## config.mk

```make
export PLATFORM = sky130hd
export DESIGN_NAME = alu_wide_seq
export DESIGN_NICKNAME = d
export VERILOG_FILES = /design/src/rtl/alu_wide_seq_pkg.sv /design/src/rtl/alu_wide_seq_core.sv /design/src/rtl/alu_wide_seq.sv
export SDC_FILE = /design/constraint.sdc
export NUM_CORES = 1
export LEC_CHECK = 0
export BUFFER_PORTS_ARGS = -buffer_cell sky130_fd_sc_hd__buf_2
export CAP_MARGIN = 10
export CORE_ASPECT_RATIO = 0.9
export CORE_MARGIN = 1.5
export CORE_UTILIZATION = 40
export DETAILED_ROUTE_END_ITERATION = 16
export GPL_TIMING_DRIVEN = 0
export PLACE_DENSITY = 0.7
export SYNTH_ARGS = -nofsm -noshare
export SYNTH_HDL_FRONTEND = slang
export SYNTH_SLANG_ARGS = --single-unit
```

## constraint.sdc

```tcl
create_clock -name clk -period 5.5 [get_ports clk]
set_input_delay 0.825 -clock clk [delete_from_list [all_inputs] [get_ports clk]]
set_output_delay 0.825 -clock clk [all_outputs]
set_load 0.05 [all_outputs]
```

## src/rtl/alu_wide_seq_pkg.sv

```systemverilog
// Shared types and operation codes for the two-pass wide ALU.
// The FSM walks IDLE -> LO -> HI -> DONE once per request.
package alu_wide_seq_pkg;

   typedef enum logic [1:0] {
      ST_IDLE = 2'b00,
      ST_LO   = 2'b01,
      ST_HI   = 2'b10,
      ST_DONE = 2'b11
   } state_t;

   // M=1 selects arithmetic, M=0 selects bitwise logic
   localparam logic [3:0] S_ADD = 4'b1001;
   localparam logic       M_ADD = 1'b1;
   localparam logic [3:0] S_SUB = 4'b0011;
   localparam logic       M_SUB = 1'b1;
   localparam logic [3:0] S_AND = 4'b1000;
   localparam logic       M_AND = 1'b0;

   localparam logic [3:0] S_INC = 4'b0000;
   localparam logic [3:0] S_DEC = 4'b1111;
   localparam logic [3:0] S_OR  = 4'b1110;
   localparam logic [3:0] S_XOR = 4'b0110;
   localparam logic [3:0] S_NOTA = 4'b0000;
   localparam logic [3:0] S_PASSB = 4'b1010;
   localparam logic [3:0] S_PASSA = 4'b1111;

endpackage

```

## src/rtl/alu_wide_seq_core.sv

```systemverilog
// Combinational n-bit ALU slice. Subtraction is A + ~B + Cin, so Cin=1 and
// C=1 both mean "no borrow"; logic operations report C=V=0.
module alu_core
   import alu_wide_seq_pkg::*;
#(
   parameter int n = 32
) (
   input  logic [n-1:0] i_A,
   input  logic [n-1:0] i_B,
   input  logic [3:0]   i_S,
   input  logic         i_M,
   input  logic         i_Cin,
   output logic [n-1:0] o_DO,
   output logic         o_C,
   output logic         o_V,
   output logic         o_Z
);

   logic [n-1:0] w_opB;
   logic [n:0]   w_sum;

   always_comb begin
      w_opB = '0;
      w_sum = '0;
      o_DO  = '0;
      o_C   = 1'b0;
      o_V   = 1'b0;
      if (i_M) begin
         case (i_S)
            S_ADD:   w_opB = i_B;
            S_SUB:   w_opB = ~i_B;
            S_INC:   w_opB = '0;
            S_DEC:   w_opB = '1;
            default: w_opB = i_B;
         endcase
         w_sum = {1'b0, i_A} + {1'b0, w_opB} + {{n{1'b0}}, i_Cin};
         o_DO  = w_sum[n-1:0];
         o_C   = w_sum[n];
         // Signed overflow: like-signed operands produced a differently-signed sum
         o_V   = (i_A[n-1] == w_opB[n-1]) && (w_sum[n-1] != i_A[n-1]);
      end else begin
         case (i_S)
            S_AND:   o_DO = i_A & i_B;
            S_OR:    o_DO = i_A | i_B;
            S_XOR:   o_DO = i_A ^ i_B;
            S_NOTA:  o_DO = ~i_A;
            S_PASSB: o_DO = i_B;
            S_PASSA: o_DO = i_A;
            default: o_DO = i_A & i_B;
         endcase
      end
   end

   assign o_Z = (o_DO == '0);

endmodule

```

## src/rtl/alu_wide_seq.sv

```systemverilog
// 2N-bit ALU built from one N-bit alu_core used twice: low half, then high
// half with the low carry chained in. Valid/ready on both sides.
module alu_wide_seq
   import alu_wide_seq_pkg::*;
#(
   parameter int N = 32
) (
   input  logic           clk,
   input  logic           rst_n,
   input  logic           in_valid,
   output logic           in_ready,
   input  logic [2*N-1:0] in_opA,
   input  logic [2*N-1:0] in_opB,
   input  logic [3:0]     in_S,
   input  logic           in_M,
   input  logic           in_Cin,
   output logic           out_valid,
   input  logic           out_ready,
   output logic [2*N-1:0] out_DO,
   output logic           out_C,
   output logic           out_V,
   output logic           out_N,
   output logic           out_Z
);

   state_t r_state;
   state_t w_nextState;

   logic [2*N-1:0] r_opA;
   logic [2*N-1:0] r_opB;
   logic [3:0]     r_S;
   logic           r_M;
   logic           r_Cin;
   logic [N-1:0]   r_doLo;
   logic           r_carryLo;
   logic           r_zeroLo;
   logic [2*N-1:0] r_outDO;
   logic           r_outC;
   logic           r_outV;
   logic           r_outN;
   logic           r_outZ;

   logic [N-1:0]   w_coreA;
   logic [N-1:0]   w_coreB;
   logic           w_coreCin;
   logic [N-1:0]   w_coreDO;
   logic           w_coreC;
   logic           w_coreV;
   logic           w_coreZ;
   logic           w_accept;

   always_ff @(posedge clk or negedge rst_n) begin
      if (!rst_n) r_state <= ST_IDLE;
      else        r_state <= w_nextState;
   end

   always_comb begin
      w_nextState = r_state;
      case (r_state)
         ST_IDLE: if (in_valid) w_nextState = ST_LO;
         ST_LO:   w_nextState = ST_HI;
         ST_HI:   w_nextState = ST_DONE;
         ST_DONE: if (out_ready) w_nextState = ST_IDLE;
         default: w_nextState = ST_IDLE;
      endcase
   end

   // In the high pass only arithmetic chains the low-half carry
   always_comb begin
      in_ready  = (r_state == ST_IDLE);
      out_valid = (r_state == ST_DONE);
      w_accept  = in_valid && (r_state == ST_IDLE);
      w_coreA   = r_opA[N-1:0];
      w_coreB   = r_opB[N-1:0];
      w_coreCin = r_Cin;
      if (r_state == ST_HI) begin
         w_coreA   = r_opA[2*N-1:N];
         w_coreB   = r_opB[2*N-1:N];
         w_coreCin = r_M ? r_carryLo : r_Cin;
      end
   end

   alu_core #(.n(N)) u_core (
      .i_A   (w_coreA),
      .i_B   (w_coreB),
      .i_S   (r_S),
      .i_M   (r_M),
      .i_Cin (w_coreCin),
      .o_DO  (w_coreDO),
      .o_C   (w_coreC),
      .o_V   (w_coreV),
      .o_Z   (w_coreZ)
   );

   always_ff @(posedge clk or negedge rst_n) begin
      if (!rst_n) begin
         r_opA     <= '0;
         r_opB     <= '0;
         r_S       <= '0;
         r_M       <= 1'b0;
         r_Cin     <= 1'b0;
         r_doLo    <= '0;
         r_carryLo <= 1'b0;
         r_zeroLo  <= 1'b0;
         r_outDO   <= '0;
         r_outC    <= 1'b0;
         r_outV    <= 1'b0;
         r_outN    <= 1'b0;
         r_outZ    <= 1'b0;
      end else begin
         if (w_accept) begin
            r_opA <= in_opA;
            r_opB <= in_opB;
            r_S   <= in_S;
            r_M   <= in_M;
            r_Cin <= in_Cin;
         end
         if (r_state == ST_LO) begin
            r_doLo    <= w_coreDO;
            r_carryLo <= w_coreC;
            r_zeroLo  <= w_coreZ;
         end
         // Visible results only ever change on the HI -> DONE edge
         if (r_state == ST_HI) begin
            r_outDO <= {w_coreDO, r_doLo};
            r_outN  <= w_coreDO[N-1];
            r_outZ  <= r_zeroLo & w_coreZ;
            r_outC  <= r_M & w_coreC;
            r_outV  <= r_M & w_coreV;
         end
      end
   end

   assign out_DO = r_outDO;
   assign out_C  = r_outC;
   assign out_V  = r_outV;
   assign out_N  = r_outN;
   assign out_Z  = r_outZ;

endmodule

```

* After elaboration in Yosys (flattened, before gate mapping)
Index checks and enable logic that the tools add are counted.
** Word-level totals
- Bits in registers :: 238
- Input port bits :: 138
- Output and inout port bits :: 70
- Logic and storage cells :: 55
** Cells by class
- $add $sub $neg :: 2
- Equal/unequal tests :: 12
- Mux-type cells :: 13
- Bitwise operators :: 8
- Reduce and logical (&&, ||, !) cells :: 6
** Operators by type and width (number)
- case mux 32 bit (5 select lines) :: 1
- two-way mux 32 bit :: 4
- case mux 32 bit (3 select lines) :: 1
- inverter 32 bit :: 2
- adder 32 x 32 -> 33 bit :: 1
- adder 33 x 1 -> 33 bit :: 1
- AND 32 bit :: 1
- logical NOT 32 bit :: 1
- OR 32 bit :: 1
- bitwise XOR 32 bit :: 1
- equality test 4 bit, second input constant :: 3
- case mux 2 bit (4 select lines) :: 1
- equality test 2 bit, second input constant :: 2
- equality test 4 x 2 -> 1 bit, second input constant :: 1
- equality test 4 x 3 -> 1 bit, second input constant :: 1
- logical NOT 4 bit :: 1
- two-way mux 1 bit :: 4
- two-way mux 2 bit :: 2
- AND 1 bit :: 3
- equality test 2 x 1 -> 1 bit, second input constant :: 1
- logical AND 1 bit :: 2
- logical NOT 2 bit :: 1
- inequality test 2 x 1 -> 1 bit, second input constant :: 1
- inequality test 2 bit, second input constant :: 1
- other kinds (3) :: 3

* Logic depth before layout (Yosys ltp)
Gate-level depths: netlist (run 1).
- Word-level depth :: 11
- Gate-level depth with buffers :: 24
- Gate-level depth less buffers :: 18

* Modules after synthesis
Synthesis (run 1) repeated with hierarchy kept, for this count alone.
** Unflattened totals
- Cell total of the unflattened synthesis :: 1385
- Area, all modules :: 15031.9 um^2
** Modules (own cells, without submodules)
- alu_wide_seq :: times used 1, cells each 591, area an instance 9873.2 um^2
- alu_core :: times used 1, cells each 794, area an instance 5158.7 um^2

* Worst setup path after synthesis (run 1)
No wires, ideal clock.
- Kind :: register to register
- Start point :: reg r_state[0]
- End point :: reg r_zeroLo
- Setup time :: 0.083 ns
- Arrival :: 5.278 ns
- Required time :: 5.417 ns
- Setup slack :: 0.139 ns
- Stages on the path, launching flop included :: 25
- Clock period less this slack :: 5.361 ns
- Cell sequence :: dfrtp_1 inv_1 ha_1 buf_6 buf_8 buf_8 buf_8 buf_8 clkbuf_1 clkbuf_1 nand2_1 mux2i_1 fa_1 inv_1 fa_1 a21o_1 a311o_1 nand4b_2 o211ai_2 mux2_4 or3_4 nor3_1 and4_1 nand4_1 o22ai_1
** Between the ends
- Cells in the longest elaborated chain, start to end :: 9
- Elaborated cells on any way between the ends :: 17
** Ends and longest elaborated chain
- from (decl) :: RTL line alu_wide_seq.sv:26 : state_t r_state;
- from (signal assigned) :: RTL line alu_wide_seq.sv:54 : else r_state <= w_nextState;
- equality test 2 bit :: RTL line alu_wide_seq.sv:76 : if (r_state == ST_HI) begin
- two-way mux 32 bit :: RTL line alu_wide_seq.sv:76
- inverter 32 bit :: RTL line alu_wide_seq_core.sv:31 : S_SUB: w_opB = ~i_B;
- case mux 32 bit (3 select lines) :: RTL line alu_wide_seq_core.sv:29 : case (i_S)
- two-way mux 32 bit :: RTL line alu_wide_seq_core.sv:28 : if (i_M) begin
- adder 32 x 32 -> 33 bit :: RTL line alu_wide_seq_core.sv:36 : w_sum = {1'b0, i_A} + {1'b0, w_opB} + {{n{1'b0}}, i_Cin};
- adder 33 x 1 -> 33 bit :: RTL line alu_wide_seq_core.sv:36
- two-way mux 32 bit :: RTL line alu_wide_seq_core.sv:28
- logical NOT 32 bit :: RTL line alu_wide_seq_core.sv:54 : assign o_Z = (o_DO == '0);
- to (signal assigned) :: RTL line alu_wide_seq.sv:121 : r_zeroLo <= w_coreZ;
- to (decl) :: RTL line alu_wide_seq.sv:36 : logic r_zeroLo;
Several ways; a longest one is shown, not always the timed one. The select of a mux whose other input is x is not followed.
A chain may end at the register's enable or synchronous reset.

* Final worst setup path (run 1)
- Start point :: reg r_state[0]
- End point :: reg r_outZ (netlist: out_Z)
** Between the ends
- Cells in the longest elaborated chain, start to end :: 10
- Elaborated cells on any way between the ends :: 17
** Ends and longest elaborated chain
- equality test 2 bit (*) :: RTL line alu_wide_seq.sv:76, alu_wide_seq.sv:124
- two-way mux 32 bit :: RTL line alu_wide_seq.sv:76
- inverter 32 bit :: RTL line alu_wide_seq_core.sv:31
- case mux 32 bit (3 select lines) :: RTL line alu_wide_seq_core.sv:29
- two-way mux 32 bit :: RTL line alu_wide_seq_core.sv:28
- adder 32 x 32 -> 33 bit :: RTL line alu_wide_seq_core.sv:36
- adder 33 x 1 -> 33 bit :: RTL line alu_wide_seq_core.sv:36
- two-way mux 32 bit :: RTL line alu_wide_seq_core.sv:28
- logical NOT 32 bit :: RTL line alu_wide_seq_core.sv:54
- AND 1 bit :: RTL line alu_wide_seq.sv:127 : r_outZ <= r_zeroLo & w_coreZ;
- to (signal assigned) :: RTL line alu_wide_seq.sv:127
- to (decl) :: RTL line alu_wide_seq.sv:41 : logic r_outZ;
Every way passes the cells marked *; elsewhere a longest branch is shown, timed or not. The select of a mux whose other input is x is not followed.

==> results of run 1 <==
==> state kept, by name, summed over array words and instances, names as in the netlist <==
name and flops:
r_M 1, r_state 2, r_Cin 1, r_doLo 32, out_DO 64, out_C 1
r_S 4, r_zeroLo 1, out_V 1, r_carryLo 1, r_opA 64, r_opB 64
out_Z 1
==> path summary, 6_finish.rpt <==
path / cells past startpoint / from / slack [ps] / endpoint
worst max-delay path: 21 / r_state[0]$_DFFE_PN0P_ / 270 / out_Z$_DFFE_PN0P_
worst min-delay path: 1 / rst_n / 190 / out_DO[35]$_DFFE_PN0P_
worst max register to register: 21 / r_state[0]$_DFFE_PN0P_ / 270 / out_Z$_DFFE_PN0P_
worst min register to register: 1 / out_DO[16]$_DFFE_PN0P_ / 500 / out_DO[16]$_DFFE_PN0P_
max in group asynchronous: 2 / rst_n / 4470 / r_opA[18]$_DFFE_PN0P_
min in group clk: 1 / out_DO[16]$_DFFE_PN0P_ / 500 / out_DO[16]$_DFFE_PN0P_
==> per-stage QoR <==
step           area [µm²]  hold WS [ps]  TNS [ps]  setup slack (ps)  cells
6_report            17800           187         0               268   2226
3_5_place_dp        16800           490    -72000             -2280   2186
5_1_grt             17800           193         0              10.4   2224
4_1_cts             17700           184         0              13.9   2224
2_1_floorplan       15100           474         0               139   1494
3_3_place_gp        16700           482   -178450             -2330   2184
==> cell families after synthesis <==
group / synth area share [%]
compound gates: 15.7
simple gates: 10.1
mux: 19.7
flops: 39.3
buf+inv: 5.55
fa+ha+maj: 8.48
xor+xnor: 1.10
==> final cells by class <==
type	count	area, µm²	share of cell area [%]
Inverter	84	315	1.78
Sequential cell	237	5930	33.4
Clock inverter	10	100	0.564
Timing Repair Buffer	213	1170	6.61
Tap cell	483	604	3.40
Clock buffer	34	711	4.00
Antenna cell	2	5.00	0.0282
Buffer	90	518	2.92
Multi-Input combinational cell	1073	8400	47.3
==> timing repair <==
action,in CTS,in global routing
resized for setup,27,16
pin swaps,1,2
buffers inserted,1,1
cloned,1,1
endpoints found under the setup margin,69,6
==> per-layer routing <==
layer | track usage (%) | vias to the layer above | part of all wire (%)
li1 | - | 5853 | -
met1 | 36.2 | 6176 | 48
met2 | 35.8 | 530 | 42
met3 | 5.22 | 49 | 8.0
met4 | 3.48 | 4 | 1.1
met5 | 0 | - | 0.043
==> cells in the final DEF, fill, tap and decap left out, types with 6 or more instances in the layout <==
cell and instances:
a21o_1 8, nor2b_1 8, a31oi_1 6, o211ai_1 40
a2111oi_0 9, nand2b_1 9, o21a_1 6, mux2i_2 9
dfrtp_1 236, o21ai_0 50, nand3_1 13, inv_1 81
buf_1 9, o21bai_1 9, buf_2 221, buf_4 7
or3_1 8, clkbuf_16 27, a211oi_1 16, mux2i_1 63
nand4_1 10, o21ai_1 8, clkbuf_1 50, nor3_1 21
mux2_2 191, o22ai_1 16, nor2_1 131, o221ai_1 9
nand2_1 96, xor2_1 8, ha_1 98, a21oi_1 113
xnor2_1 11
==> metrics.yaml, run 1 <==
run_status:
  outcome: "completed"
synth:
  yosysMostFrequentCell: "dfrtp_1"
  synth_ff_type: "dfrtp_1"
  yosys-top-cells-area: "dfrtp_1 (39%), mux2_2 (14%), ha_1 (8.2%)"
  syn_nets: 1733
  syn_inst: 1494
  yosysTopAreaCell: "dfrtp_1"
  synth_area_um2: 15100
  yosysTopAreaCellShare_pct: 39.3
  synth_seq_cells: 237
  syn_area_per_cell_um2: 10.1
  synth.distinct_cells: 84
  synth-edff-count: 0
  synth_commonest_cells: "dfrtp_1 (237), mux2_2 (191), nor2_1 (131), a21oi_1 (114), ha_1 (99)"
  synth_warnings: 0
  async_flop_share_pct: 100
  ys_seq_area_share_pct: 39.3
setup_path:
  path_buf_inv: 6
  critPathKind: "reg -> reg"
  start_kind: "flop"
  crit_chain: "inv_1 > ha_4 > buf_8 > buf_16 > buf_16 > clkbuf_8 > nand2_2 > mux2i_4 > fa_2 > inv_1 > fa_1 > a21o_1 > a221o_1 > o211ai_4 > mux2i_1 > o21ai_2 > a2111oi_2 > and4_1 > and4_1 > nand4_1 > o22ai_1"
  cp.arrival_ps: 5670
  crit_slowest_cell: "fa_1"
  endpoint_kind: "flop"
  max_stage_delay_ps: 470
  critPathMaxFanout: 15
  required_ps: 5940
  crit_family: "compound AO/OA/AOI/OAI gates"
final_layout:
  post-route-util_pct: 47.7
  nFillCells: 3555
  drive_above_1_share_pct: 30.4
  final_nets: 1964
  area_delta_synth_final_pct: 17.8
clock_network:
  cts_htree_levels: 1
  tritoncts: "done"
  clock_path_buffers: 3
  cts-root-buf: "clkbuf_16"
  ctsHoldBuffers: 0
  clk_pin_slew_ps: 60
  cts_sinks: 237
  cts_inserted_buffers: 26
  clock_latency_ps: 550
floorplanning:
  core_region_area_um2: 37200
  die_w_um: 208
  dieArea_um2: 38900
  die_y_um: 187
  num_rows: 67
  io_pins: 208
  initial_core_util_pct: 40.5
grt:
  track_usage_pct: 24.0
  antenna_found_initial: 3
  grt_max_degree: 106
  grt_pass1_vias: 12300
  grt_pass1_wl_um: 73000
  overflow: 0
drt:
  avgViaCountPerCell: 5.67
  drt-initial-drc-count: 838
  dr.pass1.iters: 7
  drcViolationCount: 0
  routedWlPerCell_um: 21.1
  routed_wl_um: 47000
  ant_nets: 0
  vias: 12600
hold_path:
  min_path_type: "in -> async"
place:
  place.gp.congestion: 0.912
  port-buffer-count: 207
  dp_hpwl_um: 36900
sta:
  setup_viol: 0
  maxSlewHeadroom_pct: 23.2
  slew_viol_final: 0
  worst_pin_slew_ps: 1140
  min_period_ps: 5230
  clock_skew_ps: 32.5
  hold_violations: 0
  min_period_over_period_pct: 95.1
  fmax_mhz: 191
  rsz0062_at_grt: "no"
job:
  cap_violations: 0
Power of run 1 is left out: the tool's default activity adds up to more than one toggle a clock period on the data nets, which glitch-free logic cannot reach.
==> run 2, diff against run 1 <==
==> constraint.sdc (replaced) <==
create_clock -name clk -period 4.69 [get_ports clk]
set_input_delay 0.7035 -clock clk [delete_from_list [all_inputs] [get_ports clk]]
set_output_delay 0.7035 -clock clk [all_outputs]
set_load 0.05 [all_outputs]
==> run 2 against run 1 <==
Compared with the run above:
- sequential share of layout area fell by 1.4 points
- clock skew grew 3.5 ps
- first-iteration DRC count up 15%
- fmax is 15% higher
- highest routed layer unchanged
- design area rose by 4.2%
- critical path depth decreased by 1
- non-clock buffer count increased by 41
- die area unchanged
- sequential cell count unchanged
- core utilization increased by 2.0 points
- clock-buffer cell count is 4 higher
==> metrics.yaml, run 2 (synthesis results as in run 1) <==
setup_path:
  r2r-start: "r_M$_DFFE_PN0P_"
  cp.arrival_ps: 5000  # -670 ps
  endpoint_kind: "flop"
  required_ps: 5130  # -810 ps
  r2r_end: "r_zeroLo$_DFFE_PN0N_"
  r2r_setup_slack_ps: 130  # -140 ps
  critPathKind: "reg -> reg"
  reg2reg_depth: 20  # -4.8%
  start_kind: "flop"
  critPathMaxFanout: 19  # +4
sta:
  fmax_mhz: 219  # +15%
  maxSlewHeadroom_pct: 21.7  # -1.5 points
  setup_viol: 0  # unchanged
  worst_pin_slew_ps: 1140  # +8.99 ps
  slew_viol_final: 0  # unchanged
  finalWorstSetupSlack_ps: 128  # -140 ps
  hold_violations: 0  # unchanged
  rsz0062_at_grt: "yes"
  min_period_over_period_pct: 97.3  # +2.1 points
  tns_ps: 0  # unchanged
  clock_skew_ps: 36.0  # +3.52 ps
  min_period_ps: 4560  # -670 ps
drt:
  routed_wl_um: 47500  # +1.0%
  ant_nets: 0  # unchanged
  drcViolationCount: 0  # unchanged
  avgViaCountPerCell: 5.64  # -0.51%
  routedWlPerCell_um: 21.0  # -0.74%
  vias: 12800  # +1.2%
  dr.pass1.iters: 6  # -1
  drt-initial-drc-count: 960  # +15%
floorplanning:
  dieArea_um2: 38900  # unchanged
  num_rows: 67  # unchanged
  io_pins: 208  # unchanged
  initial_core_util_pct: 40.5  # unchanged
  die_w_um: 208  # unchanged
  die_y_um: 187  # unchanged
  core_region_area_um2: 37200  # unchanged
final_layout:
  layout_common_cells: "dfrtp_1 (237), buf_2 (217), mux2_2 (191)"
  drive_above_1_share_pct: 35.9  # +5.4 points
  area_delta_synth_final_pct: 22.7
  final_nets: 2004  # +2.0%
  layout_commonest_cell: "dfrtp_1"
  nFillCells: 3488  # -1.9%
grt:
  antenna_found_initial: 2  # -1
  grt_max_degree: 125  # +18%
  grt_pass1_wl_um: 73500  # +0.77%
  overflow: 0  # unchanged
  track_usage_pct: 24.3  # +0.29 points
  grt_pass1_vias: 12300  # -0.46%
job:
  cap_violations: 0  # unchanged
clock_network:
  clock_path_buffers: 3  # unchanged
  tritoncts: "done"
  cts_inserted_buffers: 25  # -3.8%
  ctsHoldBuffers: 0  # unchanged
  cts_sinks: 237  # unchanged
  clk_pin_slew_ps: 60  # about the same
  clock_latency_ps: 550  # about the same
  cts-root-buf: "clkbuf_16"
  cts_htree_levels: 1  # unchanged
hold_path:
  min_path_type: "in -> async"
place:
  dp_hpwl_um: 36400  # -1.3%
  place.gp.congestion: 0.923  # +1.3%
  port-buffer-count: 207  # unchanged
  dp_worst_setup_slack_ps: -2170  # +108 ps
run_status:
  outcome: "completed"
==> run 2: layout make-up <==
| cell class | instances | area, µm² | area share [%] |
|---|---|---|---|
| Tap cell | 483 | 604 | 3.27 |
| Clock inverter | 5 | 85.1 | 0.460 |
| Clock buffer | 38 | 714 | 3.86 |
| Timing Repair Buffer | 258 | 1470 | 7.96 |
| Sequential cell | 237 | 5930 | 32.0 |
| Multi-Input combinational cell | 1073 | 8760 | 47.3 |
| Inverter | 84 | 315 | 1.70 |
| Antenna cell | 1 | 2.50 | 0.0135 |
| Buffer | 86 | 618 | 3.34 |
==> run 2: stage by stage <==
| step | instance area, µm² | util (%) | hold WS [ps] | cells |
|---|---|---|---|---|
| floorplan | 15100 | - | 408 | 1494 |
| global placement | 16800 | 45.0 | 481 | 2184 |
| detailed placement | 16800 | 45.2 | 488 | 2187 |
| CTS | 18100 | 48.8 | 204 | 2264 |
| global route | 18500 | 49.7 | 219 | 2264 |
| finish | 18500 | 49.7 | 171 | 2265 |
==> run 2: how the worst max path moves through the flow <==
stage | slack (ps) | cells after the start | endpoint | from
final | 130 | 20 | r_zeroLo$_DFFE_PN0N_ | r_M$_DFFE_PN0P_
after CTS | -330 | 24 | r_zeroLo$_DFFE_PN0N_ | r_state[0]$_DFFE_PN0P_
after global routing | -30 | 18 | r_zeroLo$_DFFE_PN0N_ | r_state[0]$_DFFE_PN0P_
after detailed placement | -2170 | 21 | r_zeroLo$_DFFE_PN0N_ | r_M$_DFFE_PN0P_
after floorplan | 10 | 24 | r_zeroLo$_DFFE_PN0N_ | r_state[0]$_DFFE_PN0P_
after global placement | -2200 | 21 | r_zeroLo$_DFFE_PN0N_ | r_M$_DFFE_PN0P_
==> run 2: repair_timing <==
action / in CTS / in global routing
endpoints found under the setup margin: 69 / 97
buffers inserted: 37 / 11
pin swaps: 13 / 19
resized for setup: 63 / 115
==> run 2: layer usage <==
| layer | GRT usage [%] | vias up | wire length, µm |
|---|---|---|---|
| met4 | 5.00 | 2 | 817 |
| met1 | 36.9 | 6241 | 22500 |
| li1 | - | 5926 | - |
| met3 | 4.28 | 59 | 3750 |
| met5 | 0 | - | 11 |
| met2 | 36.1 | 539 | 20500 |
==> run 2: worst max-delay path: stages (launching register included) <==
cell and delay (ps):
dfrtp_1 420, buf_12 180, buf_8 160, buf_8 150, buf_8 150, buf_8 150, nand2_8 80, mux2i_4 260
fa_2 280, inv_2 60, fa_2 360, a21o_1 200, a311o_1 350, nand4b_2 130, o211ai_2 140, mux2_4 320
or3_4 400, nor3_1 170, and4_1 220, nand4_1 120, o22ai_1 150
Power of run 2 is left out for the same reason.
